**config.mk**
```make
export PLATFORM = sky130hd
export DESIGN_NAME = input_debounce
export DESIGN_NICKNAME = d
export VERILOG_FILES = /design/src/rtl/input_debounce.sv
export SDC_FILE = /design/constraint.sdc
export NUM_CORES = 1
export LEC_CHECK = 0
export CORE_UTILIZATION = 60
export CTS_BUF_LIST = sky130_fd_sc_hd__clkbuf_8
export CTS_CLUSTER_DIAMETER = 30
export DETAILED_ROUTE_END_ITERATION = 8
export HOLD_SLACK_MARGIN = 0.12
export PLACE_DENSITY = 0.82
export SLEW_MARGIN = 20
export SYNTH_ARGS = -nofsm -noshare
export SYNTH_HDL_FRONTEND = slang
export SYNTH_SLANG_ARGS = --single-unit
```
**constraint.sdc**
```tcl
create_clock -name clk -period 1.9 [get_ports clk]
set_input_delay 0.475 -clock clk [delete_from_list [all_inputs] [get_ports clk]]
set_output_delay 0.475 -clock clk [all_outputs]
set_load 0.02 [all_outputs]
```
**src/rtl/input_debounce.sv**
```systemverilog
// Synchronizes WIDTH asynchronous inputs and debounces each one against a shared sample tick.
// Provides clean levels plus one-cycle rise/fall pulses.
module input_debounce #(
   parameter int CLK_HZ         = 50000000,
   parameter int TICK_HZ        = 1000,
   parameter int DEBOUNCE_TICKS = 8,
   parameter int WIDTH          = 4
) (
   input  logic             clk,
   input  logic             reset_n,
   input  logic [WIDTH-1:0] in_raw,
   output logic [WIDTH-1:0] db_out,
   output logic [WIDTH-1:0] rise,
   output logic [WIDTH-1:0] fall,
   output logic             tick
);

   localparam int DIV = CLK_HZ / TICK_HZ;
   localparam int PW  = (DIV > 1) ? $clog2(DIV) : 1;
   localparam int CW  = (DEBOUNCE_TICKS > 0) ? $clog2(DEBOUNCE_TICKS + 1) : 1;

   logic [WIDTH-1:0] sync_meta_reg;
   logic [WIDTH-1:0] sync_reg;
   logic [PW-1:0]    pre_cnt_reg;
   logic [PW-1:0]    pre_cnt_next;

   always_ff @(posedge clk or negedge reset_n) begin
      if (!reset_n) begin
         sync_meta_reg <= '0;
         sync_reg      <= '0;
      end else begin
         sync_meta_reg <= in_raw;
         sync_reg      <= sync_meta_reg;
      end
   end

   // Free-running prescaler; tick is decoded from the terminal count, so it is 0 while in reset.
   assign tick = (pre_cnt_reg == PW'(DIV - 1));

   always_comb begin
      pre_cnt_next = pre_cnt_reg + PW'(1);
      if (tick) begin
         pre_cnt_next = '0;
      end
   end

   always_ff @(posedge clk or negedge reset_n) begin
      if (!reset_n) begin
         pre_cnt_reg <= '0;
      end else begin
         pre_cnt_reg <= pre_cnt_next;
      end
   end

   genvar gi;
   generate
      for (gi = 0; gi < WIDTH; gi++) begin : g_ch
         logic [CW-1:0] cnt_reg;
         logic [CW-1:0] cnt_next;
         logic          db_reg;
         logic          db_next;
         logic          rise_reg;
         logic          rise_next;
         logic          fall_reg;
         logic          fall_next;

         // cnt_reg == 0 is the stable state; any return to the accepted level aborts a pending change.
         always_comb begin
            cnt_next  = cnt_reg;
            db_next   = db_reg;
            rise_next = 1'b0;
            fall_next = 1'b0;
            if (sync_reg[gi] == db_reg) begin
               cnt_next = '0;
            end else if (tick) begin
               if (cnt_reg == CW'(DEBOUNCE_TICKS - 1)) begin
                  cnt_next  = '0;
                  db_next   = sync_reg[gi];
                  rise_next = sync_reg[gi];
                  fall_next = ~sync_reg[gi];
               end else begin
                  cnt_next = cnt_reg + CW'(1);
               end
            end
         end

         always_ff @(posedge clk or negedge reset_n) begin
            if (!reset_n) begin
               cnt_reg  <= '0;
               db_reg   <= 1'b0;
               rise_reg <= 1'b0;
               fall_reg <= 1'b0;
            end else begin
               cnt_reg  <= cnt_next;
               db_reg   <= db_next;
               rise_reg <= rise_next;
               fall_reg <= fall_next;
            end
         end

         assign db_out[gi] = db_reg;
         assign rise[gi]   = rise_reg;
         assign fall[gi]   = fall_reg;
      end
   endgenerate

endmodule

```
# Word-level counts from Yosys, hierarchy flattened
# Index checks and enable logic that the tools add are counted.
[word_totals]
ff_bits = 52
in_bits = 6
output_inout_bits = 13
[classes]
addsub = 5
n_eq_ne = 9
mux = 37
n_bitwise = 8
reduce_logical = 8
[ops]
columns = ["op", "n"]
rows = [
  ["4-bit two-way mux", 12],
  ["1-bit two-way mux", 24],
  ["16-bit by 1-bit adder with 16-bit output (second input constant)", 1],
  ["4-bit by 1-bit adder with 4-bit output (second input constant)", 4],
  ["16-bit == test (second input constant)", 1],
  ["4-bit by 3-bit == test with 1-bit output (second input constant)", 4],
  ["16-bit two-way mux", 1],
  ["3-bit AND reduction", 4],
  ["1-bit inverter", 8],
  ["2-bit nonzero test", 4],
  ["1-bit == test", 4],
]

# Longest topological paths before layout
[logic_depth]
word_depth = 4
depth_mapped = 8
ltp_nobuf = 5

# Worst setup path after synthesis
# No wires, ideal clock.
[synth_timing]
path_kind = "register -> register"
start = "register pre_cnt_reg[0]"
end = "register g_ch[0].db_reg"
setup_ps = 125
t_arrival_ps = 1576
required_time_ps = 1775
slack_ps = 199
stages_incl_launch_ff = 7
n_path_buf = 1
synth_period_minus_slack_ps = 1701
path_cell_list = "dfrtp_1 > ha_1 > and3_1 > and4_1 > buf_2 > nand2_1 > mux2_2"
[synth_via]
elab_chain_cells = 2
[synth_rtl]
columns = ["item", "line_no", "source"]
rows = [
  ["start, declared", "24", "logic [PW-1:0] pre_cnt_reg;"],
  ["start signal, assigned", "51", "pre_cnt_reg <= pre_cnt_next;"],
  ["16-bit == test", "38", "assign tick = (pre_cnt_reg == PW'(DIV - 1));"],
  ["via tick", "15", "output logic tick"],
  ["3-bit AND reduction (no source line)", "-", ""],
  ["end signal, assigned", "95", "db_reg <= db_next;"],
  ["end, declared", "60", "logic db_reg;"],
]
# The timed path passes the listed nets, and every way through them passes these cells.
# A chain may end at the register's enable or synchronous reset.

# Final worst setup path
[layout_timing]
start = "register pre_cnt_reg[1]"
end = "output port tick"
[layout_via]
elab_chain_cells = 1
[layout_rtl]
columns = ["item", "line_no"]
rows = [
  ["16-bit == test", "38"],
  ["end, declared", "15"],
]
# No other way between the ends.

==> insert_results.sql <==
INSERT INTO impl_metrics (metric_group, metric, value, unit) VALUES
('layout', 'post-route-cell-area', '0.00282', 'mm2'),
('grt', 'grt_usage', '23.0', '%'),
('grt', 'antenna_found_initial', '0', ''),
('synthesis', 'synth_seq_cells', '52', ''),
('critical_path', 'cp-startpoint', 'pre_cnt_reg[1]', ''),
('synthesis', 'post-synth-top-area-cell', 'dfrtp_1', ''),
('grt', 'grt_first_pass_wirelength', '7150', 'um'),
('synthesis', 'synth_top_cell_area_share', '54.6', '%'),
('grt', 'globalRouteOverflowTotal', '0', ''),
('critical_path', 'crit_arrival', '1390', 'ps'),
('layout', 'finish.cell_count_without_fillers', '299', ''),
('layout', 'footprint_of_the_multi_input_gates', '942', 'um2'),
('route', 'drc', '0', ''),
('critical_path', 'endpoint_kind', 'output pin', ''),
('timing', 'timing.final.max_slew_violations', '0', ''),
('die', 'floorplan.initialDensity', '63.7', '%'),
('die', 'core-area', '0.00374', 'mm2'),
('route', 'drtPass1Iterations', '4', ''),
('pwr', 'powerDensity', '665', 'mW/mm2'),
('timing', 'post-route-period-util', '98.3', '%'),
('cts', 'clk_root_buffer_cell', 'clkbuf_8', ''),
('cts', 'tritoncts_num_sinks', '52', ''),
('layout', 'filler_cell_count', '243', ''),
('pwr', 'static_power_due_to_leakage', '1.29', 'nW'),
('layout', 'layout-drive-gt1-share', '19.1', '%'),
('synthesis', 'post_synth_instance_area', '0.00238', 'mm2'),
('layout', 'flow.area_growth_from_synthesis', '18.5', '%'),
('cts', 'clock_buffers_created_by_tritoncts', '5', ''),
('synthesis', 'yosysWarnings', '0', ''),
('cts', 'cts-hold-fix-buffers', '0', ''),
('timing', 'fin_crit', '1870', 'ps'),
('die', 'die_h', '65.0', 'um'),
('route', 'route.vias.total', '1664', ''),
('die', 'num_rows', '22', ''),
('critical_path', 'rr_startpoint', 'pre_cnt_reg[7]', ''),
('layout', 'area.sequential', '0.00130', 'mm2'),
('synthesis', 'postSynthCellCount', '217', ''),
('cts', 'clk_latency', '300', 'ps'),
('layout', 'nNetsFinal', '263', ''),
('timing', 'timing.final.setup_violations', '0', ''),
('grt', 'maximum_number_of_pins_on_one_net_before_global_route_repair', '53', ''),
('job', 'timing.max_cap.violations', '0', ''),
('layout', 'insertedDiodeCount', '0', ''),
('synthesis', 'synth.yosys.seq_area_share', '54.6', '%'),
('placement', 'place.detailed.hpwl', '3140', 'um'),
('timing', 'rsz0062_at_grt', 'true', ''),
('critical_path', 'cp-start-kind', 'register', ''),
('cts', 'max_root_sink_buffers', '2', ''),
('synthesis', 'netlist-cell-type-count', '32', ''),
('route', 'routed_wire_length_per_instance', '14.1', 'um'),
('die', 'floorplan.die.width', '65.0', 'um'),
('placement', 'port-buffer-count', '18', ''),
('placement', 'post-place-cells', '290', ''),
('cts', 'cts_tree', 'built', ''),
('synthesis', 'postSynthNetCount', '228', ''),
('synthesis', 'top_cells_by_area_in_the_synthesized_netlist', 'dfrtp_1 55%, nand2_1 4.3%, buf_4 4.1%', ''),
('critical_path', 'path_class', 'reg -> out', ''),
('timing', 'report.final.hold_viol_count', '0', ''),
('timing', 'timing.final.ws_setup', '32.1', 'ps'),
('timing', 'finClkSkew', '5.61', 'ps'),
('placement', 'post-place-ws', '-223', 'ps'),
('synthesis', 'syn_avg_cell_area', '11.0', 'um2'),
('route', 'postRouteAntennaNets', '0', ''),
('route', 'routed_wl', '4230', 'um'),
('timing', 'slew-limit-headroom', '64.6', '%'),
('cts', 'cts.reportedPaths.clkPinSlew', '80', 'ps'),
('route', 'drtIter0Drc', '51', ''),
('timing', 'fin_hold_ws', '163', 'ps'),
('critical_path', 'critical_path.max_fanout', '2', ''),
('die', 'fp.dieArea', '0.00423', 'mm2'),
('placement', 'placement.cell_area', '0.00268', 'mm2'),
('critical_path', 'crit_required', '1420', 'ps'),
('placement', 'final_estimated_routing_congestion_in_global_placement', '0.856', ''),
('timing', 'max_clock_freq', '535', 'MHz'),
('pwr', 'vdd_ir_drop_max', '0.000386', 'V'),
('critical_path', 'setup.reg_to_reg.worst_slack', '80', 'ps'),
('timing', 'timing_worst_slew_pin_value', '528', 'ps'),
('cts', 'clock_tree.htree_level_count', '2', ''),
('die', 'top_level_ports', '19', ''),
('grt', 'first_global_vias', '1592', ''),
('layout', 'finish.utilization', '75.4', '%'),
('outcome', 'outcome', 'finished clean', ''),
('worst_hold_path', 'min-delay-path-class', 'in -> async', ''),
('route', 'avgViaCountPerCell', '5.57', '');
per-layer routing:
| metal | vias up | track usage [%] | share of wire [%] |
|---|---|---|---|
| li1 | 805 | - | - |
| met1 | 820 | 27.8 | 42 |
| met2 | 32 | 40.4 | 52 |
| met3 | 7 | 4.75 | 3.7 |
| met4 | 0 | 8.15 | 1.5 |
| met5 | - | 0 | 0 |
what timing repair did:
item                       in CTS  in global routing
buffers inserted                0                  3
setup endpoints to repair       8                  8
pin swaps                       2                  4
resized for setup              11                  2
cloned                          0                  0
hold endpoints to repair        0                  0
power by group:
part	internal (mW)	switching, mW	leakage (nW)
combinational	0.0178	0.0322	0.549
clock	0.378	0.331	0.0501
sequential	1.11	0.00578	0.694
final cells by class:
| class | instances | share of cell area [%] |
|---|---|---|
| inverter | 6 | 0.798 |
| tap | 48 | 2.13 |
| timing repair buffer | 46 | 14.1 |
| clock inverter | 1 | 1.06 |
| clock buffer | 5 | 2.44 |
| multi-input combinational | 141 | 33.4 |
| sequential | 52 | 46.1 |
cell families (layout without fill, tap and decap cells):
| group | count (synthesis) | after routing | synth area share [%] |
|---|---|---|---|
| DFF | 52 | 52 | 54.6 |
| xor gates and xnor gates | 16 | 16 | 5.88 |
| adders and majority gates | 5 | 5 | 2.62 |
| and+or+nand+nor | 97 | 97 | 22.5 |
| AOI/OAI and AO/OA | 15 | 15 | 3.78 |
| muxes | 8 | 8 | 3.78 |
| buffers and inverters | 24 | 58 | 6.82 |
path summary, 6_finish.rpt:
check | endpoint | cells past startpoint
worst min-delay path | g_ch[3].cnt_reg[3] | 2
max in group asynchronous | pre_cnt_reg[10] | 2
worst min register to register | sync_reg[3] | 0
min in group clk | sync_reg[3] | 0
worst max-delay path | tick | 4
worst max register to register | g_ch[3].cnt_reg[3] | 5
through the flow:
step	setup TNS (ps)	power [mW]
4_1_cts	-5.69	1.90
5_1_grt	-34.3	1.95
2_1_floorplan	0	1.15
3_3_place_gp	-433	1.19
6_report	0	1.88
3_5_place_dp	-837	1.19
placed cells by master (no fill, tap or decap), types with 2 or more instances in the layout:
| cell type | n |
|---|---|
| xor2_1 | 5 |
| nand2_1 | 27 |
| dfrtp_1 | 52 |
| inv_1 | 6 |
| nand3_1 | 9 |
| clkbuf_8 | 5 |
| buf_4 | 27 |
| mux2_1 | 5 |
| and4bb_2 | 2 |
| and4_4 | 2 |
| ha_1 | 4 |
| clkdlybuf4s50_1 | 16 |
| nor3b_1 | 8 |
| or3_1 | 5 |
| xnor2_1 | 11 |
| nor3_1 | 7 |
| a211o_1 | 4 |
| nor2_1 | 15 |
| mux2_2 | 3 |
| nand4_1 | 9 |
| a21oi_1 | 8 |
| nor2b_1 | 4 |
worst max-delay path, stage by stage (launching register included):
cell	delay (ps)
dfrtp_1	370
ha_2	180
and3_4	180
and4_4	240
buf_6	120
synth_stat cells:
cell type   n
nor4_1      1
nor4b_4     1
nand4_1     9
nor4bb_1    1
mux2_1      5
xnor2_1    11
and3_1      2
and4_1      3
nand2_1    27
nor2b_1     4
o21ai_1     1
nor2_1     15
a211o_1     4
xor2_1      5
o21ai_0     1
ha_1        5
and4bb_2    2
buf_4      13
nor3b_1     8
nand3_1     9
nor4b_1     1
a21oi_1     9
nor3_1      7
mux2_2      3
dfrtp_1    52
or3_1       5
clkbuf_1    1
or4_1       1
buf_6       3
buf_2       1
inv_1       6
and2_1      1
(Power assumes the default switching activity.)
